**config.mk**
```make
export PLATFORM = sky130hd
export DESIGN_NAME = instr_encoder_flat
export DESIGN_NICKNAME = d
export VERILOG_FILES = /design/src/rtl/instr_encoder_pkg.sv /design/src/rtl/instr_encoder_if.sv /design/src/rtl/instr_encoder_fifo.sv /design/src/rtl/instr_encoder.sv /design/src/flat_wrapper.sv
export SDC_FILE = /design/constraint.sdc
export NUM_CORES = 1
export LEC_CHECK = 0
export CORE_ASPECT_RATIO = 0.5
export CORE_MARGIN = 2
export CORE_UTILIZATION = 40
export DETAILED_ROUTE_END_ITERATION = 6
export SYNTH_ARGS = -nofsm -noshare
export SYNTH_HDL_FRONTEND = slang
export SYNTH_HIERARCHICAL = 1
export SYNTH_SLANG_ARGS = --single-unit
```
**constraint.sdc**
```tcl
create_clock -name clk -period 3.1 [get_ports clk]
set_clock_uncertainty 0.15 [all_clocks]
set_input_delay 0.93 -clock clk [delete_from_list [all_inputs] [get_ports clk]]
set_output_delay 0.93 -clock clk [all_outputs]
set_load 0.005 [all_outputs]
```
**src/rtl/instr_encoder_pkg.sv**
```systemverilog
// Shared types for the RV32I instruction encoder.
// Owns the opcode constants and the field-packing function.
package instr_encoder_pkg;

    typedef logic [6:0]  opcode_t;
    typedef logic [31:0] imm_t;

    localparam opcode_t RType       = 7'b0110011;
    localparam opcode_t IType_logic = 7'b0010011;
    localparam opcode_t IType_load  = 7'b0000011;
    localparam opcode_t IType_jalr  = 7'b1100111;
    localparam opcode_t SType       = 7'b0100011;
    localparam opcode_t BType       = 7'b1100011;
    localparam opcode_t JType       = 7'b1101111;
    localparam opcode_t UType_auipc = 7'b0010111;
    localparam opcode_t UType_lui   = 7'b0110111;

    typedef enum logic {ST_FILL, ST_DONE} state_t;

    // Returns {illegal, word}.
    function automatic logic [32:0] encode(
        input opcode_t    op,
        input logic [2:0] f3,
        input logic [6:0] f7,
        input logic [4:0] rd,
        input logic [4:0] rs1,
        input logic [4:0] rs2,
        input imm_t       imm
    );
        logic [31:0] w;
        logic        bad;
        w   = '0;
        bad = 1'b0;
        case (op)
            RType:
                w = {f7, rs2, rs1, f3, rd, op};
            IType_logic:
                if (f3 == 3'b001 || f3 == 3'b101)
                    w = {f7, imm[4:0], rs1, f3, rd, op};
                else
                    w = {imm[11:0], rs1, f3, rd, op};
            IType_load:
                w = {imm[11:0], rs1, f3, rd, op};
            IType_jalr:
                w = {imm[11:0], rs1, 3'b000, rd, op};
            SType:
                w = {imm[11:5], rs2, rs1, f3, imm[4:0], op};
            BType: begin
                w   = {imm[12], imm[10:5], rs2, rs1, f3,
                       imm[4:1], imm[11], op};
                bad = imm[0];
            end
            JType: begin
                w   = {imm[20], imm[10:1], imm[11],
                       imm[19:12], rd, op};
                bad = imm[0];
            end
            UType_lui, UType_auipc:
                w = {imm[31:12], rd, op};
            default:
                bad = 1'b1;
        endcase
        return {bad, w};
    endfunction

endpackage

```
**src/rtl/instr_encoder_if.sv**
```systemverilog
// Field-bundle input handshake and instruction-memory write port.
interface instr_encoder_if #(
    parameter int ADDR_W = 10
);
    import instr_encoder_pkg::*;

    logic              in_valid;
    logic              in_ready;
    opcode_t           in_opcode;
    logic [2:0]        in_funct3;
    logic [6:0]        in_funct7;
    logic [4:0]        in_rd;
    logic [4:0]        in_rs1;
    logic [4:0]        in_rs2;
    imm_t              in_imm;
    logic              mem_we;
    logic              mem_ready;
    logic [ADDR_W-1:0] mem_addr;
    logic [31:0]       mem_wdata;

    modport master (
        output in_valid, in_opcode, in_funct3, in_funct7,
        output in_rd, in_rs1, in_rs2, in_imm, mem_ready,
        input  in_ready, mem_we, mem_addr, mem_wdata
    );

    modport slave (
        input  in_valid, in_opcode, in_funct3, in_funct7,
        input  in_rd, in_rs1, in_rs2, in_imm, mem_ready,
        output in_ready, mem_we, mem_addr, mem_wdata
    );

endinterface

```
**src/rtl/instr_encoder_fifo.sv**
```systemverilog
// Small synchronous FIFO for encoded words, with a one-cycle flush.
module instr_fifo #(
    parameter int DEPTH = 4,
    parameter int WIDTH = 32
) (
    input  logic             clk,
    input  logic             reset_n,
    input  logic             flush,
    input  logic             push,
    input  logic             pop,
    input  logic [WIDTH-1:0] wdata,
    output logic             full,
    output logic             empty,
    output logic [WIDTH-1:0] head
);
    localparam int PW = $clog2(DEPTH);

    logic [WIDTH-1:0] mem_q [DEPTH];
    logic [PW:0]      wr_q, wr_d;
    logic [PW:0]      rd_q, rd_d;

    // Extra pointer bit distinguishes full from empty.
    assign empty = (wr_q == rd_q);
    assign full  = (wr_q[PW] != rd_q[PW]) &&
                   (wr_q[PW-1:0] == rd_q[PW-1:0]);
    assign head  = mem_q[rd_q[PW-1:0]];

    always_comb begin
        wr_d = wr_q;
        rd_d = rd_q;
        if (flush) begin
            wr_d = '0;
            rd_d = '0;
        end else begin
            if (push) wr_d = wr_q + 1'b1;
            if (pop)  rd_d = rd_q + 1'b1;
        end
    end

    always_ff @(posedge clk or negedge reset_n) begin
        if (!reset_n) begin
            wr_q <= '0;
            rd_q <= '0;
            for (int i = 0; i < DEPTH; i++) mem_q[i] <= '0;
        end else begin
            wr_q <= wr_d;
            rd_q <= rd_d;
            if (push && !flush) mem_q[wr_q[PW-1:0]] <= wdata;
        end
    end

endmodule

```
**src/rtl/instr_encoder.sv**
```systemverilog
// Packs decoded RV32I fields into instruction words and streams
// them to instruction memory at consecutive word addresses.
module instr_encoder
    import instr_encoder_pkg::*;
#(
    parameter int          DEPTH     = 4,
    parameter int          ADDR_W    = 10,
    parameter int unsigned BASE_ADDR = 0
) (
    input  logic              clk,
    input  logic              reset_n,
    input  logic              clear,
    instr_encoder_if.slave    bus,
    output logic              illegal,
    output logic [ADDR_W:0]   count,
    output logic              done
);
    localparam logic [ADDR_W-1:0] BASE = BASE_ADDR[ADDR_W-1:0];

    state_t            state_q, state_d;
    logic              live_q, live_d;
    logic [ADDR_W-1:0] addr_q, addr_d;
    logic [ADDR_W:0]   count_q, count_d;
    logic              illegal_q, illegal_d;

    logic [32:0] enc;
    logic        full, empty, flush;
    logic        accept, push, pop, filling;

    assign enc = encode(bus.in_opcode, bus.in_funct3,
                        bus.in_funct7, bus.in_rd,
                        bus.in_rs1, bus.in_rs2, bus.in_imm);

    assign filling      = (state_q == ST_FILL);
    assign bus.in_ready = live_q && !full && filling && !clear;
    assign bus.mem_we   = !empty && filling;
    assign bus.mem_addr = addr_q;
    assign accept       = bus.in_valid && bus.in_ready;
    assign push         = accept && !enc[32];
    assign pop          = bus.mem_we && bus.mem_ready && !clear;
    // Leftover words are dropped while the program space is full.
    assign flush        = clear || !filling;

    assign illegal = illegal_q;
    assign count   = count_q;
    assign done    = (state_q == ST_DONE);

    always_comb begin
        state_d   = state_q;
        live_d    = 1'b1;
        addr_d    = addr_q;
        count_d   = count_q;
        illegal_d = accept && enc[32];
        if (clear) begin
            state_d = ST_FILL;
            addr_d  = BASE;
            count_d = '0;
        end else if (pop) begin
            count_d = count_q + 1'b1;
            if (addr_q == '1) state_d = ST_DONE;
            else              addr_d  = addr_q + 1'b1;
        end
    end

    always_ff @(posedge clk or negedge reset_n) begin
        if (!reset_n) begin
            state_q   <= ST_FILL;
            live_q    <= 1'b0;
            addr_q    <= BASE;
            count_q   <= '0;
            illegal_q <= 1'b0;
        end else begin
            state_q   <= state_d;
            live_q    <= live_d;
            addr_q    <= addr_d;
            count_q   <= count_d;
            illegal_q <= illegal_d;
        end
    end

    instr_fifo #(
        .DEPTH (DEPTH),
        .WIDTH (32)
    ) u_fifo (
        .clk     (clk),
        .reset_n (reset_n),
        .flush   (flush),
        .push    (push),
        .pop     (pop),
        .wdata   (enc[31:0]),
        .full    (full),
        .empty   (empty),
        .head    (bus.mem_wdata)
    );

endmodule

```
**src/flat_wrapper.sv**
```systemverilog
// flat-port wrapper written by rule: the top's interface ports become plain ports
module instr_encoder_flat import instr_encoder_pkg::*;
#(
    parameter int          DEPTH     = 4,
    parameter int          ADDR_W    = 10,
    parameter int unsigned BASE_ADDR = 0
)
  (clk, reset_n, clear, illegal, count, done, bus_in_valid, bus_in_opcode, bus_in_funct3, bus_in_funct7, bus_in_rd, bus_in_rs1, bus_in_rs2, bus_in_imm, bus_mem_ready, bus_in_ready, bus_mem_we, bus_mem_addr, bus_mem_wdata);
  instr_encoder_if #(.ADDR_W(ADDR_W)) bus_i ();
  input  logic clk;
  input  logic reset_n;
  input  logic clear;
  output logic illegal;
  output logic [ADDR_W:0] count;
  output logic done;
  input wire logic [$bits(bus_i.in_valid)-1:0] bus_in_valid;
  input wire logic [$bits(bus_i.in_opcode)-1:0] bus_in_opcode;
  input wire logic [$bits(bus_i.in_funct3)-1:0] bus_in_funct3;
  input wire logic [$bits(bus_i.in_funct7)-1:0] bus_in_funct7;
  input wire logic [$bits(bus_i.in_rd)-1:0] bus_in_rd;
  input wire logic [$bits(bus_i.in_rs1)-1:0] bus_in_rs1;
  input wire logic [$bits(bus_i.in_rs2)-1:0] bus_in_rs2;
  input wire logic [$bits(bus_i.in_imm)-1:0] bus_in_imm;
  input wire logic [$bits(bus_i.mem_ready)-1:0] bus_mem_ready;
  output wire logic [$bits(bus_i.in_ready)-1:0] bus_in_ready;
  output wire logic [$bits(bus_i.mem_we)-1:0] bus_mem_we;
  output wire logic [$bits(bus_i.mem_addr)-1:0] bus_mem_addr;
  output wire logic [$bits(bus_i.mem_wdata)-1:0] bus_mem_wdata;
  assign bus_i.in_valid = bus_in_valid;
  assign bus_i.in_opcode = bus_in_opcode;
  assign bus_i.in_funct3 = bus_in_funct3;
  assign bus_i.in_funct7 = bus_in_funct7;
  assign bus_i.in_rd = bus_in_rd;
  assign bus_i.in_rs1 = bus_in_rs1;
  assign bus_i.in_rs2 = bus_in_rs2;
  assign bus_i.in_imm = bus_in_imm;
  assign bus_i.mem_ready = bus_mem_ready;
  assign bus_in_ready = bus_i.in_ready;
  assign bus_mem_we = bus_i.mem_we;
  assign bus_mem_addr = bus_i.mem_addr;
  assign bus_mem_wdata = bus_i.mem_wdata;
  instr_encoder #(.DEPTH(DEPTH), .ADDR_W(ADDR_W), .BASE_ADDR(BASE_ADDR)) u_core (.clk(clk), .reset_n(reset_n), .clear(clear), .bus(bus_i), .illegal(illegal), .count(count), .done(done));
endmodule
```
Word level (Yosys, flattened, before mapping)
Cells that the tools add are included.
{"block": "word_totals", "reg_bits": 158, "input_bits": 69, "out_inout_bits": 57, "word_cells": 86}
{"block": "op_classes", "n_addsub": 4, "magnitude_cmp": 3, "n_eq_ne": 16, "mux": 21, "bitwise_logic": 3, "n_reduce_logical": 28}
{"op": "$pmux W32 S8", "n": 1}
{"op": "$bwmux W128", "n": 1}
{"op": "$mux W32", "n": 4}
{"op": "$bmux W32 S2", "n": 1}
{"op": "$demux W32 S2", "n": 1}
{"op": "$mux W10", "n": 3}
{"op": "$mux W11", "n": 2}
{"op": "$eq A7 B6 Y1 const B", "n": 3}
{"op": "$eq A7 B7 Y1 const B", "n": 3}
{"op": "$eq A7 B5 Y1 const B", "n": 2}
{"op": "$logic_and A1 B1 Y1", "n": 12}
{"op": "$mux W3", "n": 4}
{"op": "$add A11 B1 Y11 const B", "n": 1}
{"op": "$add A10 B1 Y10 const B", "n": 1}
{"op": "$eq A10 B10 Y1 const B", "n": 1}
{"op": "$reduce_bool A2 Y1", "n": 4}
{"op": "$eq A7 B2 Y1 const B", "n": 1}
{"op": "$reduce_or A7 Y1", "n": 1}
{"op": "$add A3 B1 Y3 const B", "n": 2}
{"op": "$ge A3 B3 Y1 const B", "n": 2}
{"op": "$not A2 Y3", "n": 2}
{"op": "$logic_not A1 Y1", "n": 5}
{"op": "$reduce_and A2 Y1", "n": 2}
{"op": "$reduce_or A2 Y1", "n": 2}
{"op": "other kinds (11)", "n": 14}

Logic depth before layout (Yosys ltp)
Gate-level depths: netlist of run 1.
{"block": "depth", "ltp_word": 10, "ltp_mapped": 10, "mapped_depth_nobuf": 6}

By module
The synthesis of run 1 kept the hierarchy.
{"mod": "instr_fifo", "n_inst": 1, "cells_per_inst": 346, "area_per_inst_um2": 6467.5, "seq_area_each_um2": 3353.2}
{"mod": "instr_encoder", "n_inst": 1, "cells_per_inst": 246, "area_per_inst_um2": 1985.7, "seq_area_each_um2": 600.6}

Worst setup path after synthesis of run 1
No wires, ideal clock.
{"block": "synth_path", "kind": "input to register", "from": "input port bus_in_opcode[4]", "to": "register u_core/u_fifo/mem_q[65] in the netlist's numbering", "setup_ps": 125, "arrival_ps": 2659, "required_ps": 2825, "slack_ps": 166, "stages": 9, "n_path_buf": 3, "path_cell_list": "buf_2 -> nand3b_1 -> nor2_1 -> o21a_1 -> and4_1 -> buf_4 -> nand3b_4 -> buf_6 -> mux2_4"}
{"block": "synth_between", "word_cells_on_any_way": 18, "classes_between": "9 x eq/ne; 3 x mux; 6 x reduce/logical"}
{"item": "from (decl)", "line": "flat_wrapper.sv:17", "rtl": "input wire logic [$bits(bus_i.in_opcode)-1:0] bus_in_opcode;"}
{"item": "$eq A7 B6 Y1 or $eq A7 B5 Y1 (tied branches)", "line": "instr_encoder_pkg.sv:34", "rtl": "case (op)"}
{"item": "$reduce_or A2 Y1"}
{"item": "$pmux W32 S8 *", "line": "instr_encoder_pkg.sv:34"}
{"item": "named net u_core.enc[1]", "line": "instr_encoder.sv:26", "rtl": "logic [32:0] enc;"}
{"item": "$bwmux W128 *", "line": "instr_encoder_fifo.sv:48", "rtl": "if (push && !flush) mem_q[wr_q[PW-1:0]] <= wdata;"}
{"item": "to (signal, indexed assignment)", "line": "instr_encoder_fifo.sv:48"}
{"item": "to (decl)", "line": "instr_encoder_fifo.sv:18", "rtl": "logic [WIDTH-1:0] mem_q [DEPTH];"}
The timed path passes the listed nets; every way through them passes the cells marked *.
A chain may end at the register's enable or synchronous reset.

Final worst setup path of run 1
{"block": "layout_path", "from": "register u_core.u_fifo.rd_q[0]", "to": "output port bus_mem_wdata[25]"}
{"block": "layout_between", "elab_chain_cells": 4}
{"item": "from (decl)", "line": "instr_encoder_fifo.sv:20", "rtl": "logic [PW:0] rd_q, rd_d;"}
{"item": "from (signal assigned)", "line": "instr_encoder_fifo.sv:47", "rtl": "rd_q <= rd_d;"}
{"item": "$not A2 Y3 (implied by the code)", "line": "instr_encoder_fifo.sv:26", "rtl": "assign head = mem_q[rd_q[PW-1:0]];"}
{"item": "$bmux W32 S2", "line": "instr_encoder_fifo.sv:26"}
{"item": "$mux W32 (implied by the code) (2 in a row)", "line": "instr_encoder_fifo.sv:26"}
{"item": "to (decl)", "line": "flat_wrapper.sv:28", "rtl": "output wire logic [$bits(bus_i.mem_wdata)-1:0] bus_mem_wdata;"}
Every way passes these cells. The select of a mux whose other input is x is not followed.

==> results of run 1 <==
==> worst min-delay path by stage <==
stage                                  from                      end  slack (ns)  cells past startpoint
floorplan           u_core/u_fifo/mem_q[32]  u_core/u_fifo/mem_q[32]        0.32                      1
finish                              reset_n   u_core/bus.mem_addr[8]        0.31                      1
global route                        reset_n   u_core/bus.mem_addr[8]        0.33                      1
global placement    u_core/u_fifo/mem_q[32]  u_core/u_fifo/mem_q[32]        0.33                      1
detailed placement  u_core/u_fifo/mem_q[53]  u_core/u_fifo/mem_q[53]        0.34                      1
CTS                                 reset_n   u_core/bus.mem_addr[0]        0.30                      1
==> cells in the mapped netlist, types with 3 or more instances <==
cell	count	area, sq um
inv_1	8	30.0
nand3_1	8	40.0
mux2_4	120	1800
nor2b_1	4	25.0
mux2i_1	6	60.1
a22oi_1	8	60.1
buf_2	12	60.1
nand2b_1	5	31.3
a221o_1	4	40.0
and2_1	5	31.3
nand3b_1	4	30.0
or3_1	3	18.8
dfrtp_1	158	3950
buf_6	16	180
nand4_1	7	43.8
o21ai_1	4	20.0
nand3b_4	4	80.1
nor3_1	13	65.1
ha_1	7	87.6
nor2_1	34	128
nand4bb_1	3	33.8
xnor2_1	10	87.6
a21oi_1	17	85.1
nor3b_1	3	22.5
a22o_1	13	114
o21a_1	3	22.5
xor2_1	7	61.3
mux2_2	9	101
and3_1	3	18.8
clkbuf_1	4	15.0
buf_4	3	22.5
mux4_2	32	721
and4_1	3	26.3
nand2_1	19	71.3
o21ai_0	8	40.0
==> cells by family after synthesis <==
group                      Yosys count  synth area share
xor gates and xnor gates            17            0.0176
other                                1          0.000444
buffers and inverters               43            0.0364
muxes                              168             0.319
DFF                                158             0.468
AOI/OAI and AO/OA                   72            0.0619
adders and majority gates            7            0.0104
and+or+nand+nor                    126            0.0867
==> repair_timing <==
action | CTS | global route
pin swaps | 2 | 1
buffers inserted | 11 | 1
cloned | 3 | 0
resized for setup | 62 | 22
setup endpoints to repair | 34 | 27
==> flip-flops by register name, summed over array words and instances, names as in the netlist <==
register             flops
u_core/u_fifo/rd_q       3
u_core/bus.mem_addr     10
u_core/u_fifo/mem_q    128
u_core/u_fifo/wr_q       3
u_core/illegal           1
u_core/live_q            1
u_core/done              1
u_core/count            11
==> power by group <==
part | switching (W) | internal [W]
Clock | 0.000862 | 0.00120
Sequential | 0.00000332 | 0.00207
Combinational | 0.000137 | 0.000153
Total | 0.00100 | 0.00342
==> critical path, delay by kind of cell, from the launching register on <==
family / cells / cell delay (ns)
mux: 1 / 0.42
buf+inv: 5 / 0.66
flops: 1 / 0.45
==> per-stage QoR <==
| stage | util | setup TNS [ns] | hold slack, ns |
|---|---|---|---|
| after floorplan | - | 0 | 0.324 |
| after global placement | 0.504 | -29.78 | 0.332 |
| after detailed placement | 0.504 | -30.91 | 0.339 |
| after CTS | 0.538 | -0.120 | 0.303 |
| after global routing | 0.539 | 0 | 0.329 |
| final | 0.539 | 0 | 0.307 |
==> layer usage <==
layer / vias up / wire length, microns
li1: 2558 / -
met1: 2889 / 9930
met2: 63 / 9950
met3: 8 / 485
met4: 0 / 125
met5: - / 0
==> area by class of cell <==
type	instances	area [sq um]
tap	273	342
clock inverter	11	136
timing repair buffer	198	2010
sequential	158	3960
clock buffer	20	437
inverter	8	30.0
fill	1729	9530
multi-input combinational	391	4210
==> results.toml, run 1 <==
[status]
outcome = "finished clean"

[sta]
hold_viol = 0
finalCriticalPeriod_ns = 3.04
slew_headroom = 0.556
tightest_slew_ns = 0.666
period_share = 0.980
slew_violations = 0
setup_violations = 0
max_freq_mhz = 329
layout_setup_ws_ns = 0.0612
rsz0062_at_grt = "false"

[worst_setup_path]
crit_chain = "buf_12 > buf_12 > buf_12 > buf_8 > mux4_2 > buf_2"
cp-end-kind = "output pin"
cp-start-kind = "register"
critPathLaunch = "u_core/u_fifo/rd_q[0]"
cp-endpoint = "bus_mem_wdata[25]"
path_max_fanout = 6
crit_slowest_cell = "dfrtp_2"
cp_data_required_time_ns = 2.02
arrival_ns = 1.96
crit_type = "reg2out"
worstRegToRegCells = 11
timing.rr.end = "u_core/u_fifo/mem_q[27]"
crit_top_cell = "buf_12"
r2r_start = "u_core/u_fifo/rd_q[0]"
regToRegSetupSlack_ns = 0.37
cpPeakStageDelay_ns = 0.45

[detailed_routing]
via_per_inst = 5.21
remaining_drc_errors = 0
routed_wirelength_microns = 20500
wl_per_cell_microns = 19.3
num_vias = 5518
ant_nets = 0
drtIter0Drc = 200
drt_pass1_iterations = 4

[grt]
grt_util_met1 = 0.271
grt_overflow = 0
grt_use_met3 = 0.0351
grt_usage = 0.193
grt_max_degree = 50
top_usage_layer = "met2"
antenna_found_initial = 0
grt_pass1_vias = 5978
gr-usage-met2 = 0.313
grt_pass1_wl_microns = 33300

[placed_design]
gp_congestion = 0.833
post-place-cells = 1014
place_area_sq_um = 10400
dp.final_hpwl_microns = 14100
port-buffer-count = 125
dpl_worst_slack_ns = -0.402

[worst_hold_path]
hp-class = "in2async"

[clocking]
cts.sinks = 158
htreeDepth = 4
cts_root_buffer = "clkbuf_16"
cts.clk_slew.worst_paths_ns = 0.07
clk_latency_ns = 0.42
cts_tree = "yes"
ctsLongestPathBuffers = 2
cts-hold-fix-buffers = 0
cts_inserted_buffers = 17

[floorplan]
initial_core_util = 0.409
die_height_microns = 107
design.portCount = 126
fp.dieW_microns = 210
fp.dieArea_sq_um = 22400
core_sq_um = 20600
rows = 37

[cells_and_area]
fin_area_sq_um = 11100
layout_commonest_cell = "dfrtp_1"
stdcell_count = 1059
final_cell_mix = "dfrtp_1 (157), mux2_4 (120), clkdlybuf4s50_1 (90)"
syn2layout_area_growth_pct = 31.5
drive_gt1_frac = 0.370
nNetsFinal = 850
diodes = 0

[synth]
synth_fp_nets = 668
netlist_area_sq_um = 8450
ys_warn_count = 6
yosys_register_bits = 158
ys.flop_type = "dfrtp_1"
postSynthAreaPerCell_sq_um = 14.3
synth_cells = 592
synth_cell_types = 56
async_flop_share = 1.00
ys_seq_area_frac = 0.468
synth_edf_count = 0

[pwr]
p_per_area_nw_per_um2 = 397
ir_worst_vdd_uv = 334
finalPower_w = 0.00442
p_leak_nw = 5.46

[flow_run]
maxCapViolations = 0
(Power assumes the default switching activity.)
==> inputs of run 2 (changes only) <==
GPL_TIMING_DRIVEN = 0   (was not set)
RECOVER_POWER = 50   (was not set)
==> results.toml, run 2 (synthesis gave the netlist of run 1 again) <==
[pwr]
p_seq_frac = 0.480
p_sw_w = 0.00106
p_leak_nw = 5.33
p_comb_frac = 0.060
clockPowerShare = 0.460
ir_worst_vdd_uv = 342
finalPower_w = 0.00431
swShare = 0.246
intPower_w = 0.00325
p_per_area_nw_per_um2 = 401

[floorplan]
initial_core_util = 0.409
rows = 37
fp.dieArea_sq_um = 22400
fp.dieW_microns = 210
design.portCount = 126
core_sq_um = 20600
die_height_microns = 107

[sta]
finalCriticalPeriod_ns = 3.05
setup_violations = 0
rsz0062_at_grt = "false"
hold_viol = 0
whs_ns = 0.354
slew_violations = 67
max_freq_mhz = 328
period_share = 0.984
tightest_slew_ns = 1.64
slew_headroom = -0.0926
totalNegativeSetupSlack_ns = 0

[cells_and_area]
largest_reg_flops = 128
fin_area_sq_um = 10800
layout_commonest_cell = "dfrtp_1"
drive_gt1_frac = 0.341
num-fill-cells = 1786
syn2layout_area_growth_pct = 27.3
largest_register = "u_core/u_fifo/mem_q"
final_cell_mix = "dfrtp_1 (158), mux2_4 (120), clkdlybuf4s50_1 (78)"
nNetsFinal = 823
diodes = 0

[detailed_routing]
ant_nets = 0
remaining_drc_errors = 0
wl_per_cell_microns = 19.2
routed_wirelength_microns = 19800
drt_pass1_iterations = 4
drtIter0Drc = 209
num_vias = 5426
via_per_inst = 5.25

[grt]
grt_max_degree = 94
grt_pass1_vias = 5731
grt_overflow = 0
antenna_found_initial = 0
grt_usage = 0.186
grt_pass1_wl_microns = 31900

[status]
violations = "capacitance limit, slew limit"
outcome = "finished with violations"

[clocking]
ctsLongestPathBuffers = 2
cts.clk_slew.worst_paths_ns = 0.06
cts_root_buffer = "clkbuf_16"
cts_inserted_buffers = 17
clk_latency_ns = 0.42
cts_tree = "yes"
htreeDepth = 4
cts.sinks = 158

[placed_design]
port-buffer-count = 122
gp_congestion = 0.788
place_area_sq_um = 10000
dp.final_hpwl_microns = 13400

[worst_setup_path]
crit_chain = "clkdlybuf4s50_1 > buf_4 > nor2_1 > a21boi_2 > o21a_2 > and4_1 > buf_6 > nand3b_4 > buf_8 > mux2_4"
crit_slowest_cell = "clkdlybuf4s50_1"
arrival_ns = 3.20
cp_data_required_time_ns = 3.25
cp-start-kind = "input port"
cpPeakStageDelay_ns = 0.49
crit_type = "in2reg"
path_max_fanout = 10
cp-end-kind = "register"

[flow_run]
maxCapViolations = 1

[worst_hold_path]
hp-class = "reg2reg"
## run 2: cell types whose count changed in the layout (fill, tap and decap cells not counted), sizes merged
cell	delta
buf	-38
clkdlybuf4s50	-12
dlygate4sd2	+10
dlygate4sd3	+7
inv	+6
clkinvlp	-3
bufinv	-2
clkbuf	+2
clkinv	+2
clkdlybuf4s15	+1
dlymetal6s2s	+1
## run 2: worst paths after layout
kind / start / end / slack (ns) / cells past startpoint
worst max-delay path: bus_in_opcode[3] / u_core/u_fifo/mem_q[65] / 0.05 / 10
worst min-delay path: u_core/u_fifo/mem_q[32] / u_core/u_fifo/mem_q[32] / 0.35 / 1
worst max register to register: u_core/u_fifo/rd_q[0] / u_core/bus.mem_addr[1] / 0.43 / 10
worst min register to register: u_core/u_fifo/mem_q[32] / u_core/u_fifo/mem_q[32] / 0.35 / 1
max in group asynchronous: reset_n / u_core/u_fifo/mem_q[120] / 0.44 / 2
min in group asynchronous: reset_n / u_core/bus.mem_addr[6] / 0.77 / 1
## run 2: worst max-delay path, delay by kind of cell
kind            cells  cell delay (ns)
mux                 1             0.30
simple gates        3             0.50
buf+inv             4             1.09
compound gates      2             0.37
## run 2: timing repair
action | in CTS | in global routing
setup endpoints to repair | 151 | 129
buffers inserted | 10 | 3
pin swaps | 2 | 3
hold endpoints to repair | 0 | 0
hold buffers | 0 | 0
resized for setup | 65 | 20
## run 2: power by group through the flow
stage          clock [W]  combinational, W  sequential (W)
3_5_place_dp           0          0.000262         0.00211
5_1_grt          0.00215          0.000283         0.00207
3_3_place_gp           0          0.000255         0.00211
6_report         0.00198          0.000259         0.00207
2_1_floorplan          0         0.0000861         0.00211
4_1_cts          0.00205          0.000265         0.00207
## run 2: cell type report
class | instances | area, sq um | share of cell area
buffer | 35 | 358 | 0.0333
clock buffer | 18 | 429 | 0.0399
clock inverter | 14 | 123 | 0.0114
inverter | 8 | 30.0 | 0.00279
multi-input combinational | 391 | 4250 | 0.395
sequential | 158 | 3950 | 0.367
tap | 273 | 342 | 0.0317
timing repair buffer | 136 | 1270 | 0.118
## run 2: routing by layer
layer,global-route usage,part of all wire
met1,0.260,0.48
met2,0.299,0.49
met3,0.0378,0.028
met4,0.0456,0.0073
met5,0,0
## run 2: per-stage QoR
stage,utilization,cells,setup WS [ns]
2_1_floorplan,-,592,0.166
3_3_place_gp,0.485,987,-5.64
3_5_place_dp,0.487,988,-0.644
4_1_cts,0.521,1030,-0.167
5_1_grt,0.521,1033,0.000308
6_report,0.521,1033,0.0509
